File: config.mk
export PLATFORM = sky130hd
export DESIGN_NAME = iob_split_tracked
export DESIGN_NICKNAME = d
export VERILOG_FILES = /design/src/rtl/iob_split_tracked.sv
export SDC_FILE = /design/constraint.sdc
export NUM_CORES = 1
export LEC_CHECK = 0
export BUFFER_PORTS_ARGS = -buffer_cell sky130_fd_sc_hd__buf_2
export CAP_MARGIN = 30
export CORE_AREA = 2 2 124 126
export DETAILED_ROUTE_END_ITERATION = 6
export DIE_AREA = 0 0 126 128
export HOLD_SLACK_MARGIN = 0.06
export SLEW_MARGIN = 10
export SYNTH_ARGS = -nofsm -noshare
export SYNTH_HDL_FRONTEND = slang
export SYNTH_SLANG_ARGS = --single-unit
File: constraint.sdc
create_clock -name clk_i -period 6.35 [get_ports clk_i]
set_input_delay 0 -clock clk_i [delete_from_list [all_inputs] [get_ports clk_i]]
set_output_delay 0 -clock clk_i [all_outputs]
set_load 0.01 [all_outputs]
File: src/rtl/iob_split_tracked.sv
// rtl/iob_split_tracked.sv - IOb 1-to-N splitter with in-order read tracking, error responder and slave timeout
module iob_split_tracked #(
    parameter int          ADDR_W          = 32,
    parameter int          DATA_W          = 32,
    parameter int          N_SLAVES        = 4,
    parameter int          P_SLAVES        = 27,
    parameter int          MAX_OUTSTANDING = 4,
    parameter int          TIMEOUT_W       = 8,
    parameter logic [31:0] ERR_DATA        = 32'hDEADBEEF
) (
    input  logic                             clk_i,
    input  logic                             arst_i,
    input  logic                             cke_i,
    input  logic                             m_avalid_i,
    input  logic [ADDR_W-1:0]                m_addr_i,
    input  logic [DATA_W-1:0]                m_wdata_i,
    input  logic [DATA_W/8-1:0]              m_wstrb_i,
    output logic                             m_ready_o,
    output logic                             m_rvalid_o,
    output logic [DATA_W-1:0]                m_rdata_o,
    output logic [N_SLAVES-1:0]              s_avalid_o,
    output logic [ADDR_W-1:0]                s_addr_o,
    output logic [DATA_W-1:0]                s_wdata_o,
    output logic [DATA_W/8-1:0]              s_wstrb_o,
    input  logic [N_SLAVES-1:0]              s_ready_i,
    input  logic [N_SLAVES-1:0]              s_rvalid_i,
    input  logic [N_SLAVES*DATA_W-1:0]       s_rdata_i,
    output logic [$clog2(MAX_OUTSTANDING):0] outstanding_o,
    output logic [N_SLAVES-1:0]              dead_o,
    output logic                             err_o
);

    localparam int SEL_W = $clog2(N_SLAVES);
    localparam int CUR_W = $clog2(N_SLAVES + 1);
    localparam int CNT_W = $clog2(MAX_OUTSTANDING) + 1;

    // Index N_SLAVES stands for the internal error responder
    localparam logic [CUR_W-1:0]  ERR_IDX  = CUR_W'(N_SLAVES);
    localparam logic [CNT_W-1:0]  CNT_MAX  = CNT_W'(MAX_OUTSTANDING);
    localparam logic [DATA_W-1:0] ERR_WORD = DATA_W'(ERR_DATA);

    typedef enum logic [1:0] {
        IDLE,
        BUSY,
        FLUSH
    } state_t;

    state_t               state_q;
    logic [CNT_W-1:0]     cnt_q;
    logic [CNT_W-1:0]     cnt_next;
    logic [CUR_W-1:0]     cur_q;
    logic [CUR_W-1:0]     target;
    logic [N_SLAVES-1:0]  dead_q;
    logic [TIMEOUT_W-1:0] timer_q;
    logic                 err_rd_q;
    logic                 err_q;

    logic [SEL_W-1:0]     sel;
    logic                 sel_valid;
    logic                 sel_dead;
    logic                 sel_ready;
    logic                 err_tgt;
    logic                 is_read;
    logic                 gate;
    logic                 accept;
    logic                 acc_rd;

    logic                 cur_real;
    logic                 cur_rvalid;
    logic                 cur_dead;
    logic [DATA_W-1:0]    cur_rdata;
    logic                 slv_resp;
    logic                 flush_resp;
    logic                 timer_run;
    logic                 fire;

    assign sel       = m_addr_i[P_SLAVES -: SEL_W];
    assign is_read   = (m_wstrb_i == '0);

    assign s_addr_o  = m_addr_i;
    assign s_wdata_o = m_wdata_i;
    assign s_wstrb_o = m_wstrb_i;

    // Look up the addressed slave; a select with no matching slave is unmapped
    always_comb begin
        sel_valid = 1'b0;
        sel_dead  = 1'b0;
        sel_ready = 1'b0;
        for (int k = 0; k < N_SLAVES; k++) begin
            if (sel == SEL_W'(k)) begin
                sel_valid = 1'b1;
                sel_dead  = dead_q[k];
                sel_ready = s_ready_i[k];
            end
        end
    end

    assign err_tgt = ~sel_valid | sel_dead;
    assign target  = err_tgt ? ERR_IDX : CUR_W'(sel);

    // Admission: reads only join an existing in-flight stream to the same target
    always_comb begin
        gate = 1'b0;
        case (state_q)
            IDLE:    gate = 1'b1;
            BUSY:    gate = is_read ? ((target == cur_q) && (cnt_q < CNT_MAX)) : 1'b1;
            default: gate = 1'b0;
        endcase
        gate = gate & cke_i;
    end

    // Forward the request valid only to a live, mapped slave
    always_comb begin
        s_avalid_o = '0;
        for (int k = 0; k < N_SLAVES; k++) begin
            s_avalid_o[k] = m_avalid_i & gate & ~err_tgt & (sel == SEL_W'(k));
        end
    end

    assign m_ready_o = gate & (err_tgt | sel_ready);
    assign accept    = m_avalid_i & m_ready_o;
    assign acc_rd    = accept & is_read;

    // Select the response signals of the slave that owns the in-flight reads
    always_comb begin
        cur_rvalid = 1'b0;
        cur_dead   = 1'b0;
        cur_rdata  = '0;
        for (int k = 0; k < N_SLAVES; k++) begin
            if (cur_q == CUR_W'(k)) begin
                cur_rvalid = s_rvalid_i[k];
                cur_dead   = dead_q[k];
                cur_rdata  = s_rdata_i[k*DATA_W +: DATA_W];
            end
        end
    end

    assign cur_real   = (cur_q != ERR_IDX);
    assign slv_resp   = (state_q == BUSY) & cur_real & (cnt_q != '0) & cur_rvalid & ~cur_dead;
    assign flush_resp = (state_q == FLUSH) & (cnt_q != '0);
    assign m_rvalid_o = slv_resp | err_rd_q | flush_resp;

    // Response data is zero whenever no response is presented
    always_comb begin
        m_rdata_o = '0;
        if (slv_resp) begin
            m_rdata_o = cur_rdata;
        end else if (err_rd_q || flush_resp) begin
            m_rdata_o = ERR_WORD;
        end
    end

    assign timer_run = (state_q == BUSY) & cur_real & (cnt_q != '0) & ~m_rvalid_o & ~accept;
    assign fire      = timer_run & (timer_q == '1);

    // Outstanding count: accept and response in the same cycle cancel out
    always_comb begin
        cnt_next = cnt_q;
        if (acc_rd && !m_rvalid_o) begin
            cnt_next = cnt_q + CNT_W'(1);
        end else if (!acc_rd && m_rvalid_o) begin
            cnt_next = cnt_q - CNT_W'(1);
        end
    end

    // Tracking state machine: counter, owner, timeout, dead flags and error pulse
    always_ff @(posedge clk_i or posedge arst_i) begin
        if (arst_i) begin
            state_q  <= IDLE;
            cnt_q    <= '0;
            cur_q    <= '0;
            dead_q   <= '0;
            timer_q  <= '0;
            err_rd_q <= 1'b0;
            err_q    <= 1'b0;
        end else if (cke_i) begin
            cnt_q    <= cnt_next;
            err_rd_q <= acc_rd & err_tgt;
            err_q    <= (accept & err_tgt) | fire;
            if (acc_rd) begin
                cur_q <= target;
            end
            if (timer_run && !fire) begin
                timer_q <= timer_q + TIMEOUT_W'(1);
            end else begin
                timer_q <= '0;
            end
            for (int k = 0; k < N_SLAVES; k++) begin
                if (fire && (cur_q == CUR_W'(k))) begin
                    dead_q[k] <= 1'b1;
                end
            end
            case (state_q)
                IDLE: begin
                    if (acc_rd) begin
                        state_q <= BUSY;
                    end
                end
                BUSY: begin
                    if (fire) begin
                        state_q <= FLUSH;
                    end else if (cnt_next == '0) begin
                        state_q <= IDLE;
                    end
                end
                FLUSH: begin
                    if (cnt_q <= CNT_W'(1)) begin
                        state_q <= IDLE;
                    end
                end
                default: state_q <= IDLE;
            endcase
        end
    end

    assign outstanding_o = cnt_q;
    assign dead_o        = dead_q;
    assign err_o         = err_q;

endmodule

==> metrics <==
Area after DPL=about 3700 um^2; first-pass GRT wire length=~19 mm; Peak VDD IR=0.000123 V; post-detailed-route wirelength per cell=roughly 18 um; Setup TNS Final=0 ps; Seq/Total Area, Yosys=17.7%; Global Route Usage Sum=between 10% and 20%; worst slew pin tran=772 ps; Power Internal=0.568 mW; EDFF count, synth=0; Die X=between 100 and 150 um; clock-pin transition on the worst setup and hold timing paths=~60 ps; layout overhead on the synthesized area=44.6%; commonest non-fill, non-tap cell in the layout=buf_2; HP Class=in -> reg; FF-to-FF path depth=9; CP required=6490 ps; period utilization=47.9%; relative slew slack=48.1%; worst skew pair latency=about 250 ps; Avg Cell Area, Syn=8.55 um^2; DR iter-0 viols=171; pin count of the biggest net entering global routing=45; Yosys reg bits=22; setup repair bufs after CTS=0; crit path max fanout=39; Clk network pwr share=approximately 14%; CP endpoint kind=flop; DIE HEIGHT=between 100 and 150 um; Max Cap Viol=0; Port-buffer cells=approximately 200; final hold slack=117 ps; final worst setup slack=3310 ps; antenna violations before repair=0; pre-CTS setup slack=approximately 3200 ps; minimum clock period=slightly above 3000 ps; Sw Ratio=a little under half; RePlAce Congestion=0.825; root buf cell=clkbuf_16; Main synth FF type=dfrtp_1; Setup CP Type=reg -> reg; CTS tree=yes; CTS Sinks=22; number of buffers created by CTS=3; switching power=0.470 mW; n_diodes=0; vias in the first global route=3337; Final Cell Area=4500 um^2; final setup violation count=0; share of cells above drive strength 1=45.1%; vias per cell=4.80; sequential share of power=19.5%; status=completed; Final ANT Viol Nets=0; unrepaired setup endpoints after global routing=no; Max clock buf depth=2; Overflow after GRT=0; core area=14900 um^2; Leak=roughly 2.3 nW; Hold Fails Final Rpt=0; Final #Nets=751; Cells after Synth=~360; Final HPWL DP=10.5 mm; Synthesized Nets=between 500 and 600; Residual DRC=0; IO Pins=322; Pwr per Cell Area=231 nW/um^2; Max Fclk=329 MHz; Worst Hold Path Cells=3; most frequent cells in the layout=buf_2 (197), dlygate4sd3_1 (63), nand2_1 (34), nand3_1 (32), mux4_2 (28); H-tree levels=1; Core Rows=45; Netlist cell types=slightly below 50; Async SR Flop Fraction=between 90% and 100%; Worst Skew=around 1.4 ps; Mapped Area=3110 um^2; Die ar.=16100 um^2; Critical Path AT=3180 ps; combinational share of power=66.3%; CP startpoint kind=flop; Slew Viols, Final=0; Fillers=1619; Syn. warnings=0; DRT Pass-1 Iters=4; vias=3483; WL final=between 10 and 15 mm; Initial Util=20.9%
==> final timing paths <==
check | from | to | slack [ps]
max | cur_q[1] | state_q[0] | 3310
min | m_addr_i[27] | cur_q[1] | 120
max reg2reg | cur_q[1] | state_q[0] | 3310
min reg2reg | err_rd_q | err_rd_q | 520
max in group asynchronous | arst_i | cur_q[1] | 5820
min in group asynchronous | arst_i | timer_q[2] | 180
==> critical path, stage by stage, from the launching register on <==
cell and delay [ps]:
dfrtp_2 660, buf_12 270, inv_1 120, mux4_2 560, a21boi_1 420, inv_1 140
o211a_1 160, or3_1 340, a22oi_1 160, o31ai_1 90
==> repair_timing <==
action / in CTS / in global routing
hold buffers: 63 / 0
gates resized for setup: 0 / 0
endpoints found under the setup margin: 0 / 0
hold endpoints to repair: 84 / 0
==> metal layers <==
layer  track usage [%]  wire (um)  up-vias  share of wire, %
li1                  -          -     1615                 -
met1              19.3       5530     1684                42
met2              26.3       6760      176                52
met3              1.38        738        8               5.6
met4              1.81         68        0              0.52
met5                 0          0        -                 0
==> state kept, by name (all words and copies together), names as in the netlist <==
name / cells
timer_q: 8
dead_o: 4
cur_q: 3
outstanding_o: 3
state_q: 2
err_o: 1
err_rd_q: 1
==> through the flow <==
| stage | cells | power (mW) | util, % |
|---|---|---|---|
| after floorplan | 364 | 0.662 | - |
| after global placement | 655 | 0.831 | 25.0 |
| after detailed placement | 656 | 0.837 | 25.2 |
| after CTS | 723 | 1.04 | 30.0 |
| after global routing | 725 | 1.12 | 30.3 |
| final | 725 | 1.04 | 30.3 |
==> power groups by stage <==
stage	Combinational, mW	Sequential (mW)	Clock (mW)
global placement	0.614	0.217	0
CTS	0.682	0.202	0.151
global route	0.757	0.208	0.155
detailed placement	0.633	0.204	0
finish	0.688	0.203	0.147
floorplan	0.479	0.183	0
==> kinds of logic (layout without fill, tap and decap cells) <==
kind of cell,count (synthesis),count (layout),synth area share (%)
fa+ha+maj,5,5,2.01
compound gates,72,72,16.0
flops,22,22,17.7
mux,32,32,21.6
simple gates,121,121,19.6
xor+xnor,5,5,1.41
buf+inv,107,280,21.6
==> synthesized netlist by cell type (all sizes together) (3+ instances only) <==
cell type | number | share of area, %
nor2b | 15 | 3.0
a211o | 3 | 0.84
o22ai | 9 | 1.8
nand3 | 32 | 5.1
nor4 | 3 | 0.60
nand2 | 34 | 4.1
inv | 11 | 1.3
a21o | 5 | 1.2
mux4 | 28 | 20
a31oi | 3 | 0.60
a21oi | 7 | 1.1
nand2b | 7 | 1.4
buf | 78 | 18
ha | 5 | 2.0
a31o | 3 | 0.84
o21ai | 12 | 1.9
xnor2 | 3 | 0.84
clkbuf | 17 | 2.1
a211oi | 18 | 4.3
dfrtp | 22 | 18
and3 | 3 | 0.60
nor3 | 8 | 1.4
nor2 | 11 | 1.3
==> layout make-up <==
class                      count  area (um^2)  area share, %
multi-input combinational    235         1890           42.1
inverter                      12         45.0           1.00
clock buffer                   4         88.8           1.97
sequential                    22          553           12.3
tap                          188          235           5.23
timing repair buffer         264         1680           37.4
No activity file was read; power rests on OpenSTA's default activity.
